File: src/rtl/jstk_pkg.sv
`default_nettype none
// +----------------------------------------------------------------------+
// | jstk_pkg                                                             |
// | Shared constants and FSM encoding for the joystick conditioner.      |
// | Rev 1.0                                                              |
// +----------------------------------------------------------------------+
package jstk_pkg;

  localparam logic [15:0] JSTK_CENTRE = 16'h8000;

  localparam int DIR_UP    = 3;
  localparam int DIR_DOWN  = 2;
  localparam int DIR_LEFT  = 1;
  localparam int DIR_RIGHT = 0;

  typedef enum logic [1:0] {
    ST_IDLE = 2'd0,
    ST_REQ  = 2'd1,
    ST_WAIT = 2'd2
  } jstk_state_t;

endpackage
`default_nettype wire

File: src/rtl/jstk_input_conditioner_if.sv
`default_nettype none
// +----------------------------------------------------------------------+
// | jstk_input_conditioner_if                                            |
// | Sample bus from pmod_jstk2 and conditioned game-control outputs.     |
// | Rev 1.0                                                              |
// +----------------------------------------------------------------------+
interface jstk_input_conditioner_if;
  logic [15:0] x_position;
  logic [15:0] y_position;
  logic        btn_jstk;
  logic        btn_trigger;
  logic        data_valid;
  logic        read_in_progress;
  logic        start_read;
  logic [3:0]  dir;
  logic        move_strobe;
  logic        jstk_press;
  logic        jstk_release;
  logic        trig_press;
  logic        trig_release;
  logic        link_error;
  logic [15:0] sample_count;

  modport slave (
    input  x_position, y_position, btn_jstk, btn_trigger, data_valid, read_in_progress,
    output start_read, dir, move_strobe, jstk_press, jstk_release,
           trig_press, trig_release, link_error, sample_count
  );

  modport master (
    output x_position, y_position, btn_jstk, btn_trigger, data_valid, read_in_progress,
    input  start_read, dir, move_strobe, jstk_press, jstk_release,
           trig_press, trig_release, link_error, sample_count
  );
endinterface
`default_nettype wire

File: src/rtl/jstk_axis_hyst.sv
`default_nettype none
// +----------------------------------------------------------------------+
// | jstk_axis_hyst                                                       |
// | One-axis dead-zone hysteresis; outputs {neg,pos} active pair.        |
// | Rev 1.0                                                              |
// +----------------------------------------------------------------------+
module jstk_axis_hyst
  import jstk_pkg::*;
#(
  parameter logic [15:0] DZ_ENTER = 16'h3000,
  parameter logic [15:0] DZ_EXIT  = 16'h2000
) (
  input  wire logic        clk,
  input  wire logic        reset,
  input  wire logic [15:0] i_position,
  input  wire logic        i_accept,
  input  wire logic        i_clear,
  output logic [1:0]       o_active,
  output logic [1:0]       o_active_nxt
);

  logic [15:0] w_off;
  logic        w_neg;
  logic [15:0] w_abs;
  logic [15:0] w_mag;
  logic [1:0]  w_toward;
  logic [1:0]  r_active;

  assign w_off    = i_position ^ JSTK_CENTRE;
  assign w_neg    = w_off[15];
  assign w_abs    = w_neg ? (~w_off + 16'd1) : w_off;
  // Full-scale negative has no positive counterpart, so clamp it.
  assign w_mag    = (w_off == 16'h8000) ? 16'h7FFF : w_abs;
  assign w_toward = w_neg ? 2'b10 : 2'b01;

  always_comb begin
    o_active_nxt = r_active;
    if (r_active == 2'b00) begin
      if (w_mag > DZ_ENTER) o_active_nxt = w_toward;
    end else if (w_mag < DZ_EXIT) begin
      o_active_nxt = 2'b00;
    end else if ((w_mag > DZ_ENTER) && (w_toward != r_active)) begin
      o_active_nxt = w_toward;
    end
  end

  always_ff @(posedge clk) begin
    if (reset) begin
      r_active <= 2'b00;
    end else if (i_accept) begin
      r_active <= o_active_nxt;
    end else if (i_clear) begin
      r_active <= 2'b00;
    end
  end

  assign o_active = r_active;

endmodule
`default_nettype wire

File: src/rtl/jstk_input_conditioner.sv
`default_nettype none
// +----------------------------------------------------------------------+
// | jstk_input_conditioner                                               |
// | Polls pmod_jstk2, turns samples into directions, repeats and pulses. |
// | Rev 1.0                                                              |
// +----------------------------------------------------------------------+
module jstk_input_conditioner
  import jstk_pkg::*;
#(
  parameter int          POLL_DIV       = 1_000_000,
  parameter int          TIMEOUT_CYCLES = 500_000,
  parameter logic [15:0] DZ_ENTER       = 16'h3000,
  parameter logic [15:0] DZ_EXIT        = 16'h2000,
  parameter int          REPEAT_DELAY   = 25,
  parameter int          REPEAT_RATE    = 8
) (
  input wire logic                 clk,
  input wire logic                 reset,
  jstk_input_conditioner_if.slave  bus
);

  localparam int POLL_W = $clog2(POLL_DIV + 1);
  localparam int TO_W   = $clog2(TIMEOUT_CYCLES + 1);
  localparam int HOLD_W = $clog2(REPEAT_DELAY + 1);
  localparam int RATE_W = $clog2(REPEAT_RATE + 1);

  jstk_state_t       r_state;
  logic [POLL_W-1:0] r_poll_cnt;
  logic [TO_W-1:0]   r_to_cnt;
  logic [HOLD_W-1:0] r_hold;
  logic [RATE_W-1:0] r_rate;
  logic              r_dv_d;
  logic              r_start_read;
  logic              r_link_err;
  logic              r_move_strobe;
  logic              r_jstk_old, r_trig_old;
  logic              r_jstk_press, r_jstk_release, r_trig_press, r_trig_release;
  logic [15:0]       r_sample_count;

  logic              w_accept;
  logic              w_tick;
  logic              w_timeout;
  logic              w_clear;
  logic [1:0]        w_x_act, w_x_nxt, w_y_act, w_y_nxt;
  logic [3:0]        w_dir, w_dir_nxt;
  logic [HOLD_W-1:0] w_hold_inc;

  assign w_accept  = bus.data_valid & ~r_dv_d;
  assign w_tick    = (r_poll_cnt == POLL_W'(POLL_DIV - 1));
  assign w_timeout = (r_state == ST_WAIT) && !w_accept && (r_to_cnt == TO_W'(TIMEOUT_CYCLES - 1));
  assign w_clear   = w_timeout | r_link_err;

  jstk_axis_hyst #(.DZ_ENTER(DZ_ENTER), .DZ_EXIT(DZ_EXIT)) u_hyst_x (
    .clk          (clk),
    .reset        (reset),
    .i_position   (bus.x_position),
    .i_accept     (w_accept),
    .i_clear      (w_clear),
    .o_active     (w_x_act),
    .o_active_nxt (w_x_nxt)
  );

  jstk_axis_hyst #(.DZ_ENTER(DZ_ENTER), .DZ_EXIT(DZ_EXIT)) u_hyst_y (
    .clk          (clk),
    .reset        (reset),
    .i_position   (bus.y_position),
    .i_accept     (w_accept),
    .i_clear      (w_clear),
    .o_active     (w_y_act),
    .o_active_nxt (w_y_nxt)
  );

  always_comb begin
    w_dir                = 4'b0000;
    w_dir_nxt            = 4'b0000;
    w_dir[DIR_UP]        = w_y_act[0];
    w_dir[DIR_DOWN]      = w_y_act[1];
    w_dir[DIR_LEFT]      = w_x_act[1];
    w_dir[DIR_RIGHT]     = w_x_act[0];
    w_dir_nxt[DIR_UP]    = w_y_nxt[0];
    w_dir_nxt[DIR_DOWN]  = w_y_nxt[1];
    w_dir_nxt[DIR_LEFT]  = w_x_nxt[1];
    w_dir_nxt[DIR_RIGHT] = w_x_nxt[0];
  end

  assign w_hold_inc = r_hold + 1'b1;

  // Free-running poll timer: a tick that lands outside IDLE is simply dropped.
  always_ff @(posedge clk) begin
    if (reset)       r_poll_cnt <= '0;
    else if (w_tick) r_poll_cnt <= '0;
    else             r_poll_cnt <= r_poll_cnt + 1'b1;
  end

  // IDLE issues the request on the tick itself when the link is free,
  // passing through REQ only when pmod_jstk2 is still busy.
  always_ff @(posedge clk) begin
    if (reset) begin
      r_state      <= ST_IDLE;
      r_to_cnt     <= '0;
      r_start_read <= 1'b0;
      r_link_err   <= 1'b0;
      r_dv_d       <= 1'b0;
    end else begin
      r_dv_d       <= bus.data_valid;
      r_start_read <= 1'b0;
      if (w_accept) r_link_err <= 1'b0;
      case (r_state)
        ST_IDLE: begin
          if (w_tick) begin
            if (!bus.read_in_progress) begin
              r_start_read <= 1'b1;
              r_to_cnt     <= '0;
              r_state      <= ST_WAIT;
            end else begin
              r_state <= ST_REQ;
            end
          end
        end
        ST_REQ: begin
          if (!bus.read_in_progress) begin
            r_start_read <= 1'b1;
            r_to_cnt     <= '0;
            r_state      <= ST_WAIT;
          end
        end
        ST_WAIT: begin
          if (w_accept) begin
            r_state <= ST_IDLE;
          end else if (w_timeout) begin
            r_link_err <= 1'b1;
            r_state    <= ST_IDLE;
          end else begin
            r_to_cnt <= r_to_cnt + 1'b1;
          end
        end
        default: r_state <= ST_IDLE;
      endcase
    end
  end

  always_ff @(posedge clk) begin
    if (reset) begin
      r_hold         <= '0;
      r_rate         <= '0;
      r_move_strobe  <= 1'b0;
      r_jstk_old     <= 1'b0;
      r_trig_old     <= 1'b0;
      r_jstk_press   <= 1'b0;
      r_jstk_release <= 1'b0;
      r_trig_press   <= 1'b0;
      r_trig_release <= 1'b0;
      r_sample_count <= 16'd0;
    end else begin
      r_move_strobe  <= 1'b0;
      r_jstk_press   <= 1'b0;
      r_jstk_release <= 1'b0;
      r_trig_press   <= 1'b0;
      r_trig_release <= 1'b0;
      if (w_accept) begin
        r_sample_count <= r_sample_count + 16'd1;
        r_jstk_press   <=  bus.btn_jstk    & ~r_jstk_old;
        r_jstk_release <= ~bus.btn_jstk    &  r_jstk_old;
        r_trig_press   <=  bus.btn_trigger & ~r_trig_old;
        r_trig_release <= ~bus.btn_trigger &  r_trig_old;
        r_jstk_old     <= bus.btn_jstk;
        r_trig_old     <= bus.btn_trigger;
        if ((w_dir_nxt != w_dir) || (w_dir_nxt == 4'b0000)) begin
          r_hold        <= '0;
          r_rate        <= '0;
          r_move_strobe <= (w_dir_nxt != 4'b0000) && (w_dir_nxt != w_dir);
        end else if (r_hold != HOLD_W'(REPEAT_DELAY)) begin
          r_hold        <= w_hold_inc;
          r_rate        <= '0;
          r_move_strobe <= (w_hold_inc == HOLD_W'(REPEAT_DELAY));
        end else if (r_rate == RATE_W'(REPEAT_RATE - 1)) begin
          r_rate        <= '0;
          r_move_strobe <= 1'b1;
        end else begin
          r_rate <= r_rate + 1'b1;
        end
      end else if (w_clear) begin
        r_hold <= '0;
        r_rate <= '0;
      end
    end
  end

  assign bus.start_read   = r_start_read;
  assign bus.dir          = w_dir;
  assign bus.move_strobe  = r_move_strobe;
  assign bus.jstk_press   = r_jstk_press;
  assign bus.jstk_release = r_jstk_release;
  assign bus.trig_press   = r_trig_press;
  assign bus.trig_release = r_trig_release;
  assign bus.link_error   = r_link_err;
  assign bus.sample_count = r_sample_count;

endmodule
`default_nettype wire

File: src/flat_wrapper.sv
// flat-port wrapper written by rule: the top's interface ports become plain ports
module jstk_input_conditioner_flat import jstk_pkg::*;
#(
  parameter int          POLL_DIV       = 1_000_000,
  parameter int          TIMEOUT_CYCLES = 500_000,
  parameter logic [15:0] DZ_ENTER       = 16'h3000,
  parameter logic [15:0] DZ_EXIT        = 16'h2000,
  parameter int          REPEAT_DELAY   = 25,
  parameter int          REPEAT_RATE    = 8
)
  (clk, reset, bus_x_position, bus_y_position, bus_btn_jstk, bus_btn_trigger, bus_data_valid, bus_read_in_progress, bus_start_read, bus_dir, bus_move_strobe, bus_jstk_press, bus_jstk_release, bus_trig_press, bus_trig_release, bus_link_error, bus_sample_count);
  jstk_input_conditioner_if bus_i ();
  input wire logic clk;
  input wire logic reset;
  input wire logic [$bits(bus_i.x_position)-1:0] bus_x_position;
  input wire logic [$bits(bus_i.y_position)-1:0] bus_y_position;
  input wire logic [$bits(bus_i.btn_jstk)-1:0] bus_btn_jstk;
  input wire logic [$bits(bus_i.btn_trigger)-1:0] bus_btn_trigger;
  input wire logic [$bits(bus_i.data_valid)-1:0] bus_data_valid;
  input wire logic [$bits(bus_i.read_in_progress)-1:0] bus_read_in_progress;
  output wire logic [$bits(bus_i.start_read)-1:0] bus_start_read;
  output wire logic [$bits(bus_i.dir)-1:0] bus_dir;
  output wire logic [$bits(bus_i.move_strobe)-1:0] bus_move_strobe;
  output wire logic [$bits(bus_i.jstk_press)-1:0] bus_jstk_press;
  output wire logic [$bits(bus_i.jstk_release)-1:0] bus_jstk_release;
  output wire logic [$bits(bus_i.trig_press)-1:0] bus_trig_press;
  output wire logic [$bits(bus_i.trig_release)-1:0] bus_trig_release;
  output wire logic [$bits(bus_i.link_error)-1:0] bus_link_error;
  output wire logic [$bits(bus_i.sample_count)-1:0] bus_sample_count;
  assign bus_i.x_position = bus_x_position;
  assign bus_i.y_position = bus_y_position;
  assign bus_i.btn_jstk = bus_btn_jstk;
  assign bus_i.btn_trigger = bus_btn_trigger;
  assign bus_i.data_valid = bus_data_valid;
  assign bus_i.read_in_progress = bus_read_in_progress;
  assign bus_start_read = bus_i.start_read;
  assign bus_dir = bus_i.dir;
  assign bus_move_strobe = bus_i.move_strobe;
  assign bus_jstk_press = bus_i.jstk_press;
  assign bus_jstk_release = bus_i.jstk_release;
  assign bus_trig_press = bus_i.trig_press;
  assign bus_trig_release = bus_i.trig_release;
  assign bus_link_error = bus_i.link_error;
  assign bus_sample_count = bus_i.sample_count;
  jstk_input_conditioner #(.POLL_DIV(POLL_DIV), .TIMEOUT_CYCLES(TIMEOUT_CYCLES), .DZ_ENTER(DZ_ENTER), .DZ_EXIT(DZ_EXIT), .REPEAT_DELAY(REPEAT_DELAY), .REPEAT_RATE(REPEAT_RATE)) u_core (.clk(clk), .reset(reset), .bus(bus_i));
endmodule
File: config.mk
export PLATFORM = sky130hd
export DESIGN_NAME = jstk_input_conditioner_flat
export DESIGN_NICKNAME = d
export VERILOG_FILES = /design/src/rtl/jstk_pkg.sv /design/src/rtl/jstk_input_conditioner_if.sv /design/src/rtl/jstk_axis_hyst.sv /design/src/rtl/jstk_input_conditioner.sv /design/src/flat_wrapper.sv
export SDC_FILE = /design/constraint.sdc
export NUM_CORES = 1
export LEC_CHECK = 0
export CORE_MARGIN = 2
export CORE_UTILIZATION = 47
export DETAILED_ROUTE_END_ITERATION = 8
export PLACE_DENSITY = 0.82
export SYNTH_ARGS = -nofsm -noshare
export SYNTH_HDL_FRONTEND = slang
export SYNTH_HIERARCHICAL = 1
export SYNTH_SLANG_ARGS = --single-unit
File: constraint.sdc
create_clock -name clk -period 3.7 [get_ports clk]
set_clock_uncertainty 0.2 [all_clocks]
set_input_delay 0.37 -clock clk [delete_from_list [all_inputs] [get_ports clk]]
set_output_delay 0.37 -clock clk [all_outputs]
set_load 0.02 [all_outputs]
==> implementation parameters, run 1 <==
Parameter                              Value

Outcome
  Run status ... finished, final reports clean

Cells and area
  Number of nets in the layout ... between 700 and 800
  Reg area ... 1600 µm²
  Final core utilization ... 64.7%
  Final Instance Area ... around 6700 µm²
  Combined area of the multi-input logic cells ... 3320 µm²
  Layout cells sized above 1 ... between 20% and 30%
  Ant diodes ... 0
  Growth of design area from synthesis to finish ... 33.0%
  Count of non-filler cells in the finished layout ... about 860
  # fillers ... around 840

Routing
  Initial drt markers ... about 400
  Final antenna-violating net count ... 0
  Average vias per placed instance ... 5.98
  Routed wirelength normalized by instance count ... 15.5 µm
  Vias post-DR ... 5146
  Drc violations ... 0
  TritonRoute pass-1 iters ... 5
  Total wire length ... ~13 mm

Yosys
  Synth Area per Inst ... ~8.5 µm²
  Yosys warning count ... 6
  Synth cell count leaders ... sky130_fd_sc_hd__dfxtp_1 (80), sky130_fd_sc_hd__nand2_1 (53), sky130_fd_sc_hd__nor2_1 (45), sky130_fd_sc_hd__nand3_1 (35), sky130_fd_sc_hd__a21oi_1 (31)
  FF+latch count, synth ... 80
  Synthesized net count ... 638
  Proportion of synthesized flip-flops having asynchronous set or reset ... 0%
  Post-synth EDFFs ... 0
  Library cells used by synthesis ... between 70 and 80
  Post-Synthesis Cell Area ... ~5000 µm²
  Sequential share of the synthesized area ... about a third
  Most instantiated flip-flop cell in the synthesis netlist ... sky130_fd_sc_hd__dfxtp_1
  Top cell type by total area after synthesis ... sky130_fd_sc_hd__dfxtp_1
  Post-synthesis cell count ... 591
  Top area cells in the synthesized netlist ... sky130_fd_sc_hd__dfxtp_1 (32%), sky130_fd_sc_hd__nand2_1 (3.9%), sky130_fd_sc_hd__nand3_1 (3.5%), sky130_fd_sc_hd__xor2_1 (3.5%), sky130_fd_sc_hd__nor2_1 (3.4%)
  Most numerous cell in the Yosys netlist ... sky130_fd_sc_hd__dfxtp_1
  Proportion of netlist area held by the largest area contributor ... 31.8%

Timing
  Slew at the pin closest to its max-slew limit ... ~0.97 ns
  Final count of pins violating max slew ... 0
  Clock period minus worst slack ... roughly 3.6 ns
  Final setup vio count ... 0
  Slew Limit Headroom ... a little over a third
  Period utilisation layout ... 97.4%
  Fmax ... 278 MHz
  Final-report hold violation count ... 0

Placement
  Standard cell area after detailed placement ... ~6200 µm²
  GP Congestion ... 0.895
  Buffers on Ports ... between 60 and 70
  Half-perimeter wire length of the detailed placement result ... around 9.4 mm
  Number of placed cells counting well taps ... 840

Power and ir drop
  Peak ir drop on the vdd network ... approximately 0.24 mV
  Power density cells ... around 310 nW/µm²
  Reported leakage power ... between 2 and 3 nW

Clocking
  Source-to-sink clock delay at the later pin of the worst-skew pair ... ~0.36 ns
  Number of sinks driven by the clock tree ... 80
  Clock-pin slew on the worst setup and hold paths ... approximately 0.090 ns
  CTS tree ... yes
  H-tree Lvls ... 3
  Clk buf depth ... 2
  TritonCTS Buffers ... 9
  Buffer type at the clock tree root ... sky130_fd_sc_hd__clkbuf_8

Worst setup path
  CP dominant cell by count ... sky130_fd_sc_hd__nor3_2
  Largest stage delay on the critical path ... between 0.4 and 0.5 ns
  Capturing element type of the critical path ... flop
  Crit path required time ... approximately 3.7 ns
  Worst Setup Start Kind ... input port
  Worst path depth ... 15
  Crit-path leading delay family ... simple AND/OR/NAND/NOR gates
  Worst Path Class, Setup ... in2reg
  R2R depth ... 11
  Largest fanout on the critical path ... 6
  Slowest CP cell ... sky130_fd_sc_hd__or4_4
  CP bufs+invs ... 3
  Sequence of cells on the critical path ... clkdlybuf4s50_1, or4_4, nor2_4, a21oi_1, o32a_1, nor3_4, buf_6, nor3_2, a21o_1, nor4_2, nand2b_2, nor3_2, buf_4, a21oi_2, o32ai_1
  Data arrival at the endpoint of the critical path ... between 3 and 4 ns

Floorplanning
  Placeable core region ... slightly above 10000 µm²
  Initial Utilization ... just under 50%
  I/O pin count ... 65
  Vert. Die Dim ... around 110 µm
  DIE AREA ... between 10000 and 15000 µm²
  Core Rows ... 37
  Horizontal die dimension ... 108 µm

GRT
  Total congestion overflow after global routing ... 0
  Total GRT Usage ... 22.5%
  Via count of the first global-routing pass ... a little under 5000
  Maximum number of pins on one net before global-route repair ... 33
  Global-route wire length before repair ... approximately 22 mm
  Number of antenna violations at the first check in global routing ... 0

Hold path
  Number of cells traversed by the worst hold path ... 1
  Class of the tightest hold or removal check ... reg2reg

Run
  Max-cap viol count ... 0
[layout by cell type (no fill, tap or decap), types with 6 or more instances in the layout]
cell / count
sky130_fd_sc_hd__a2111o_1: 11
sky130_fd_sc_hd__a21oi_1: 30
sky130_fd_sc_hd__and3_1: 13
sky130_fd_sc_hd__and4_1: 6
sky130_fd_sc_hd__buf_4: 77
sky130_fd_sc_hd__clkbuf_8: 9
sky130_fd_sc_hd__clkdlybuf4s50_1: 57
sky130_fd_sc_hd__dfxtp_1: 80
sky130_fd_sc_hd__dlymetal6s2s_1: 7
sky130_fd_sc_hd__ha_1: 7
sky130_fd_sc_hd__inv_1: 17
sky130_fd_sc_hd__mux2i_1: 6
sky130_fd_sc_hd__nand2_1: 53
sky130_fd_sc_hd__nand2b_1: 9
sky130_fd_sc_hd__nand3_1: 35
sky130_fd_sc_hd__nand4_1: 14
sky130_fd_sc_hd__nor2_1: 45
sky130_fd_sc_hd__nor3_1: 17
sky130_fd_sc_hd__nor3_2: 11
sky130_fd_sc_hd__nor4_1: 7
sky130_fd_sc_hd__o2111ai_1: 10
sky130_fd_sc_hd__o21ai_0: 11
sky130_fd_sc_hd__or3_1: 11
sky130_fd_sc_hd__xnor2_1: 15
sky130_fd_sc_hd__xor2_1: 20
[worst paths after layout]
kind / slack, ns / start / endpoint
worst min register to register: 0.24 / u_core/r_trig_old / u_core/bus.trig_press
worst max register to register: 0.82 / u_core/u_hyst_x/o_active[1] / u_core/r_hold[4]
worst min-delay path: 0.24 / u_core/r_trig_old / u_core/bus.trig_press
worst max-delay path: 0.1 / bus_x_position[3] / u_core/r_hold[4]
[logic make-up (layout without fill, tap and decap cells)]
logic type / Yosys count / in the layout / synth area share [%]
compound gates: 129 / 129 / 19.6
xor+xnor: 35 / 35 / 6.08
fa+ha+maj: 9 / 9 / 2.23
buf+inv: 47 / 181 / 4.97
flops: 80 / 80 / 31.8
mux: 10 / 10 / 2.09
simple gates: 281 / 281 / 33.3
[per-layer routing]
metal  vias up  share of wire (%)  GRT usage, %
met1      2447                 42          28.7
met4         0                2.1          8.06
li1       2491                  -             -
met5         -                  0             0
met3        26                5.2          3.15
met2       182                 51          38.7
[power breakdown]
group / total [mW] / internal [mW] / switching (mW) / leakage [nW]
Sequential: 0.885 / 0.872 / 0.0128 / 0.647
Combinational: 0.320 / 0.163 / 0.158 / 1.78
Clock: 0.845 / 0.518 / 0.327 / 0.134
Total: 2.05 / 1.55 / 0.497 / 2.56
[timing repair]
item                       in CTS  in global routing
pin swaps                       0                 18
hold buffers                    0                  0
setup endpoints to repair       5                 10
gates resized for setup         2                 38
buffers inserted                1                  4
cloned                          0                  0
hold endpoints to repair        0                  0
[metrics by stage]
stage,power [mW],setup TNS (ns),setup WS (ns),hold slack [ns]
global route,2.13,-0.201,-0.0692,0.265
detailed placement,1.20,-3.88,-0.517,0.234
finish,2.05,0,0.0978,0.241
global placement,1.19,-1.80,-0.291,0.220
CTS,2.04,0,0.00111,0.235
floorplan,1.04,0,0.230,0.215
[sequential cells by signal (all words and copies together) (netlist names)]
name / cells
u_core/r_trig_old: 1
u_core/r_hold: 5
u_core/bus.jstk_release: 1
u_core/u_hyst_x/o_active: 2
u_core/bus.link_error: 1
u_core/r_jstk_old: 1
u_core/bus.trig_press: 1
u_core/r_state: 2
u_core/bus.move_strobe: 1
u_core/bus.trig_release: 1
u_core/bus.start_read: 1
u_core/bus.jstk_press: 1
u_core/u_hyst_y/o_active: 2
u_core/r_to_cnt: 19
u_core/r_rate: 4
u_core/r_dv_d: 1
u_core/bus.sample_count: 16
u_core/r_poll_cnt: 20
[cell type report]
type	count	area share, %
inverter	21	1.18
sequential	80	23.9
tap	136	2.54
multi-input combinational	464	49.5
timing repair buffer	144	18.9
clock buffer	9	1.85
clock inverter	7	2.13
(Power assumes the default switching activity.)
==> inputs of run 2 (changes only) <==
- CAP_MARGIN: unset -> 20
==> results of run 2 <==
Final layout, timing and power as in run 1 (identical DEF).
==> variant 1, RTL diff (settings of run 1) <==
Re-encode `jstk_state_t` (3 states) as one-hot, 3 bits wide.
--- a/src/rtl/jstk_pkg.sv
+++ b/src/rtl/jstk_pkg.sv
@@ -14,8 +14,8 @@
   localparam int DIR_RIGHT = 0;
 
-  typedef enum logic [1:0] {
-    ST_IDLE = 2'd0,
-    ST_REQ  = 2'd1,
-    ST_WAIT = 2'd2
+  typedef enum logic [2:0] {
+    ST_IDLE = 3'b001,
+    ST_REQ  = 3'b010,
+    ST_WAIT = 3'b100
   } jstk_state_t;
 
Function: same outputs for any inputs over 10 cycles, from zero or initial values and one cycle with reset high; not proved beyond that.
==> variant 1 against run 1 <==
Total power decreased by 11%; fmax increased by 1.3%; wire length decreased by 4.6%; area after synthesis decreased by 4.3%; global-route usage about the same; largest power group unchanged; sequential share of layout area increased by 1.6 points; die area decreased by 4.2%; sequential cell count increased by 1; final area decreased by 5.2%; final cell count decreased by 3.5%; critical path depth increased by 1; non-clock buffer count decreased by 9; critical endpoint is now u_core/r_rate[3]; setup slack improved by 0.045 ns.
==> variant 1: results <==
export IMPL_worst_endpoint_arrival_ns=3.66
export IMPL_vias_in_the_first_global_route=4646
export IMPL_clk_pin_slew_worst_paths_ns=0.09
export IMPL_drt_wirelength_per_cell_microns=15.3
export IMPL_track_usage_pct=22.5
export IMPL_hold_class="register to register"
export IMPL_mappedNetlistNets=610
export IMPL_critical_path_peak_fanout=5
export IMPL_vias_per_cell=5.78
export IMPL_finalNetCount=740
export IMPL_synth_yosys_warnings=6
export IMPL_crit_path_max_cell_delay_ns=0.45
export IMPL_crit_slowest_cell="sky130_fd_sc_hd__clkdlybuf4s50_1"
export IMPL_async_flop_share_pct=0
export IMPL_yosys_area_share_xor_xnor_pct=9.63
export IMPL_hold_ws_ns=0.266
export IMPL_drt_first_iter_violations=296
export IMPL_tritoncts_num_buffers=9
export IMPL_vdd_ir_drop_max_uv=196
export IMPL_place_gp_congestion=0.998
export IMPL_reg2reg_setup_slack_ns=0.93
export IMPL_final_fill_count=807
export IMPL_top_register="u_core/r_poll_cnt"
export IMPL_wire_length_of_the_first_global_routing_pass_microns=20900
export IMPL_synth_adder_area_share_pct=2.34
export IMPL_grt_antenna_before_repair=0
export IMPL_synth_compound_area_share_pct=14.9
export IMPL_power_leakage_uw=0.00243
export IMPL_mux_cell_area_share_after_synthesis_pct=1.14
export IMPL_number_of_antenna_cells_inserted=0
export IMPL_ys_top_cells_by_area="sky130_fd_sc_hd__dfxtp_1 (34%), sky130_fd_sc_hd__nor2_1 (5.2%), sky130_fd_sc_hd__xor2_1 (5.1%)"
export IMPL_place_port_buffers=64
export IMPL_synth_seq_area_share_pct=33.6
export IMPL_cts_root_buffer_cell="sky130_fd_sc_hd__clkbuf_8"
export IMPL_largest_register_ff_count=20
export IMPL_worst_skew_pair_late_latency_ns=0.37
export IMPL_top_cell_types_by_occurrence_after_synthesis="sky130_fd_sc_hd__dfxtp_1 (81), sky130_fd_sc_hd__nor2_1 (67), sky130_fd_sc_hd__nand3_1 (36)"
export IMPL_synth_ff_type="sky130_fd_sc_hd__dfxtp_1"
export IMPL_post_dp_hpwl_microns=9220
export IMPL_htreeDepth=3
export IMPL_final_layout_size_suffix_gt1_share_pct=20.9
export IMPL_max_clock_path_buffers=2
export IMPL_drt_pass1_iter_count=6
export IMPL_grt_max_degree=42
export IMPL_synthDistinctLibCells=77
export IMPL_worstMarginPinSlew_ns=1.25
export IMPL_run_status="finished clean"
## variant 1: changes by cell type in the layout (fill, tap and decap cells not counted), moves of 5 or more
cell                        change
sky130_fd_sc_hd__nand2_1       -24
sky130_fd_sc_hd__buf_4          -6
sky130_fd_sc_hd__xnor2_1        +9
sky130_fd_sc_hd__or3_1          -5
sky130_fd_sc_hd__a2111o_1      -11
sky130_fd_sc_hd__a21oi_1        -6
sky130_fd_sc_hd__mux2i_1        -5
sky130_fd_sc_hd__nand2b_1       -5
sky130_fd_sc_hd__o2111ai_1      -8
sky130_fd_sc_hd__nor3_1         +6
sky130_fd_sc_hd__xor2_1         +8
sky130_fd_sc_hd__nor2_1        +21
## variant 1: metal layers
metal / global-route usage [%] / wire length, microns
met3: 3.77 / 572
met4: 9.33 / 229
met5: 0 / 0
met1: 27.2 / 5390
met2: 39.3 / 6530
## variant 1: final cells by class
type                            instances  area (sq um)  share of cell area, %
Clock inverter                          7          61.3                  0.965
Tap cell                              133           166                   2.62
Inverter                               21          78.8                   1.24
Timing Repair Buffer                  135          1180                   18.6
Clock buffer                            9           124                   1.95
Sequential cell                        81          1620                   25.5
Multi-Input combinational cell        445          3120                   49.1
## variant 1: worst max-delay path: cells and delay by family
kind                   cells  cell delay [ns]
buffers and inverters      4             0.94
AOI/OAI and AO/OA          3             0.59
and+or+nand+nor            9             1.75
## variant 1: stage by stage
step | instances | total power (uW) | utilization, % | worst slack [ns] | area, sq um
2_1_floorplan | 563 | 1050 | - | 0.175 | 4820
3_3_place_gp | 812 | 1190 | 61.1 | -0.266 | 6030
3_5_place_dp | 812 | 1200 | 61.1 | -0.342 | 6030
4_1_cts | 828 | 1810 | 63.0 | 0.0375 | 6210
5_1_grt | 831 | 1900 | 64.4 | -0.0438 | 6350
6_report | 831 | 1830 | 64.4 | 0.143 | 6350
## variant 1: timing repair
action | in CTS | in global routing
setup buffers | 0 | 3
hold endpoints to repair | 0 | 0
setup endpoints to repair | 0 | 9
resized for setup | 0 | 26
## variant 1: cells by family after synthesis
| logic type | Yosys count |
|---|---|
| fa+ha+maj | 9 |
| compound gates | 97 |
| buf+inv | 37 |
| simple gates | 281 |
| flops | 81 |
| xor+xnor | 53 |
| mux | 5 |
## variant 1: where the power goes
part / total (uW) / switching [uW] / internal, uW
Sequential: 899 / 16.1 / 883
Combinational: 309 / 151 / 157
Clock: 619 / 362 / 256
## variant 1: worst paths after layout
| check | start | to | cells past startpoint |
|---|---|---|---|
| worst max-delay path | bus_x_position[0] | u_core/r_rate[3] | 16 |
| worst min-delay path | u_core/r_trig_old | u_core/bus.trig_press | 1 |
| worst min register to register | u_core/r_trig_old | u_core/bus.trig_press | 1 |
| worst max register to register | u_core/u_hyst_y/o_active[0] | u_core/r_rate[3] | 12 |
==> variant 2, RTL diff (settings of run 1) <==
Made on the original files. `TIMEOUT_CYCLES` is set to 500_000 in 2 places; all go to 250_000.
--- a/src/rtl/jstk_input_conditioner.sv
+++ b/src/rtl/jstk_input_conditioner.sv
@@ -9,5 +9,5 @@
 #(
   parameter int          POLL_DIV       = 1_000_000,
-  parameter int          TIMEOUT_CYCLES = 500_000,
+  parameter int          TIMEOUT_CYCLES = 250_000,
   parameter logic [15:0] DZ_ENTER       = 16'h3000,
   parameter logic [15:0] DZ_EXIT        = 16'h2000,
--- a/src/flat_wrapper.sv
+++ b/src/flat_wrapper.sv
@@ -3,5 +3,5 @@
 #(
   parameter int          POLL_DIV       = 1_000_000,
-  parameter int          TIMEOUT_CYCLES = 500_000,
+  parameter int          TIMEOUT_CYCLES = 250_000,
   parameter logic [15:0] DZ_ENTER       = 16'h3000,
   parameter logic [15:0] DZ_EXIT        = 16'h2000,
Function: no difference found for any inputs over 10 cycles, from zero or initial values and one cycle with reset high; that may be too few to reach the edited logic, so the function may still have changed.
==> variant 2 against run 1 <==
Final area shrank 0.30%; non-clock buffer count grew 11; count of clock-buffer cells in the layout grew 3; clock power shrank 17%; critical path depth is the same; total power shrank 6.1%; die area shrank 2.8%; area after synthesis shrank 3.0%; global-route usage grew 0.82 points; wire length shrank 0.73%; setup slack lost 0.019 ns; sequential cell count shrank 1; sequential power shrank 1%; hold slack gained 0.013 ns.
==> variant 2: results <==
export IMPL_area_of_combinational_cells_with_multiple_inputs_sq_um=3280
export IMPL_drt_first_iter_violations=345
export IMPL_clockNetworkAreaShare_pct=3.18
export IMPL_final_layout_size_suffix_gt1_share_pct=22.3
export IMPL_detail_route_wirelength_met1_microns=5490
export IMPL_met3_usage_grt_pct=5.09
export IMPL_synth_compound_area_share_pct=18.0
export IMPL_post_synth_top_area_fraction_pct=32.3
export IMPL_top_cell_types_by_occurrence_after_synthesis="sky130_fd_sc_hd__dfxtp_1 (79), sky130_fd_sc_hd__nor2_1 (58), sky130_fd_sc_hd__nand2_1 (41)"
export IMPL_postSynthCellCount=581
export IMPL_mappedNetlistNets=628
export IMPL_count_of_cells_along_the_worst_register_to_register_path=7
export IMPL_max_slew_margin_rel_pct=16.3
export IMPL_run_status="finished clean"
export IMPL_sequentialPowerShare_pct=45.4
export IMPL_place_detailed_instances=835
export IMPL_met3RoutedLength_microns=652
export IMPL_crit_start="bus_x_position[5]"
export IMPL_clk_pin_slew_worst_paths_ns=0.08
export IMPL_fp_dieArea_sq_um=11200
export IMPL_vias_per_cell=5.90
export IMPL_synth_seq_area_share_pct=32.3
export IMPL_power_leakage_uw=0.00255
export IMPL_regArea_sq_um=1580
export IMPL_vias_in_the_first_global_route=4932
export IMPL_synth_adder_area_share_pct=2.30
export IMPL_reg2reg_setup_slack_ns=0.53
export IMPL_grt_max_degree=29
export IMPL_gr_usage_met1_pct=28.3
export IMPL_drt_wirelength_per_cell_microns=15.3
export IMPL_final_fill_count=748
export IMPL_multiInputCombCellCount=460
export IMPL_crit_slowest_cell="sky130_fd_sc_hd__or4b_4"
export IMPL_power_per_cell_area_nw_per_um2=288
export IMPL_ys_top_cells_by_area="sky130_fd_sc_hd__dfxtp_1 (32%), sky130_fd_sc_hd__xnor2_1 (4.5%), sky130_fd_sc_hd__nor2_1 (4.5%)"
export IMPL_yosys_area_share_xor_xnor_pct=7.34
export IMPL_wl_met2_microns=6730
export IMPL_synthDistinctLibCells=72
export IMPL_detailed_place_area_sq_um=6140
export IMPL_critical_path_peak_fanout=8
export IMPL_vdd_ir_drop_max_uv=234
export IMPL_tritoncts_num_buffers=9
export IMPL_clock_sinks=79
export IMPL_fin_util_pct=65.3
export IMPL_finalNetCount=773
export IMPL_dp_slack_ns=-0.734
export IMPL_grt_util_met2_pct=40.2
export IMPL_post_dp_hpwl_microns=9090
export IMPL_track_usage_pct=23.3
export IMPL_place_gp_congestion=0.945
export IMPL_worst_endpoint_arrival_ns=3.71
export IMPL_critical_path_reg2reg_startpoint="u_core/r_to_cnt[0]"
export IMPL_powerClk_uw=704
export IMPL_layout_clock_buffers=12
export IMPL_r2r_path_end="u_core/r_to_cnt[10]"
export IMPL_sw_frac_of_total_pct=25.4
-- variant 2: what timing repair did --
| action | in CTS | in global routing |
|---|---|---|
| setup endpoints to repair | 8 | 10 |
| hold endpoints to repair | 0 | 0 |
| pin swaps | 5 | 22 |
| buffers inserted | 5 | 11 |
| gates resized for setup | 14 | 35 |
-- variant 2: how the worst min path moves through the flow --
stage / startpoint / endpoint / slack, ns / cells past startpoint
finish: u_core/r_trig_old / u_core/bus.trig_press / 0.25 / 1
CTS: u_core/r_jstk_old / u_core/bus.jstk_press / 0.26 / 1
global placement: u_core/r_trig_old / u_core/bus.trig_press / 0.22 / 1
floorplan: u_core/r_jstk_old / u_core/bus.jstk_press / 0.21 / 1
detailed placement: u_core/r_trig_old / u_core/bus.trig_press / 0.24 / 1
global route: u_core/r_trig_old / u_core/bus.trig_press / 0.27 / 1
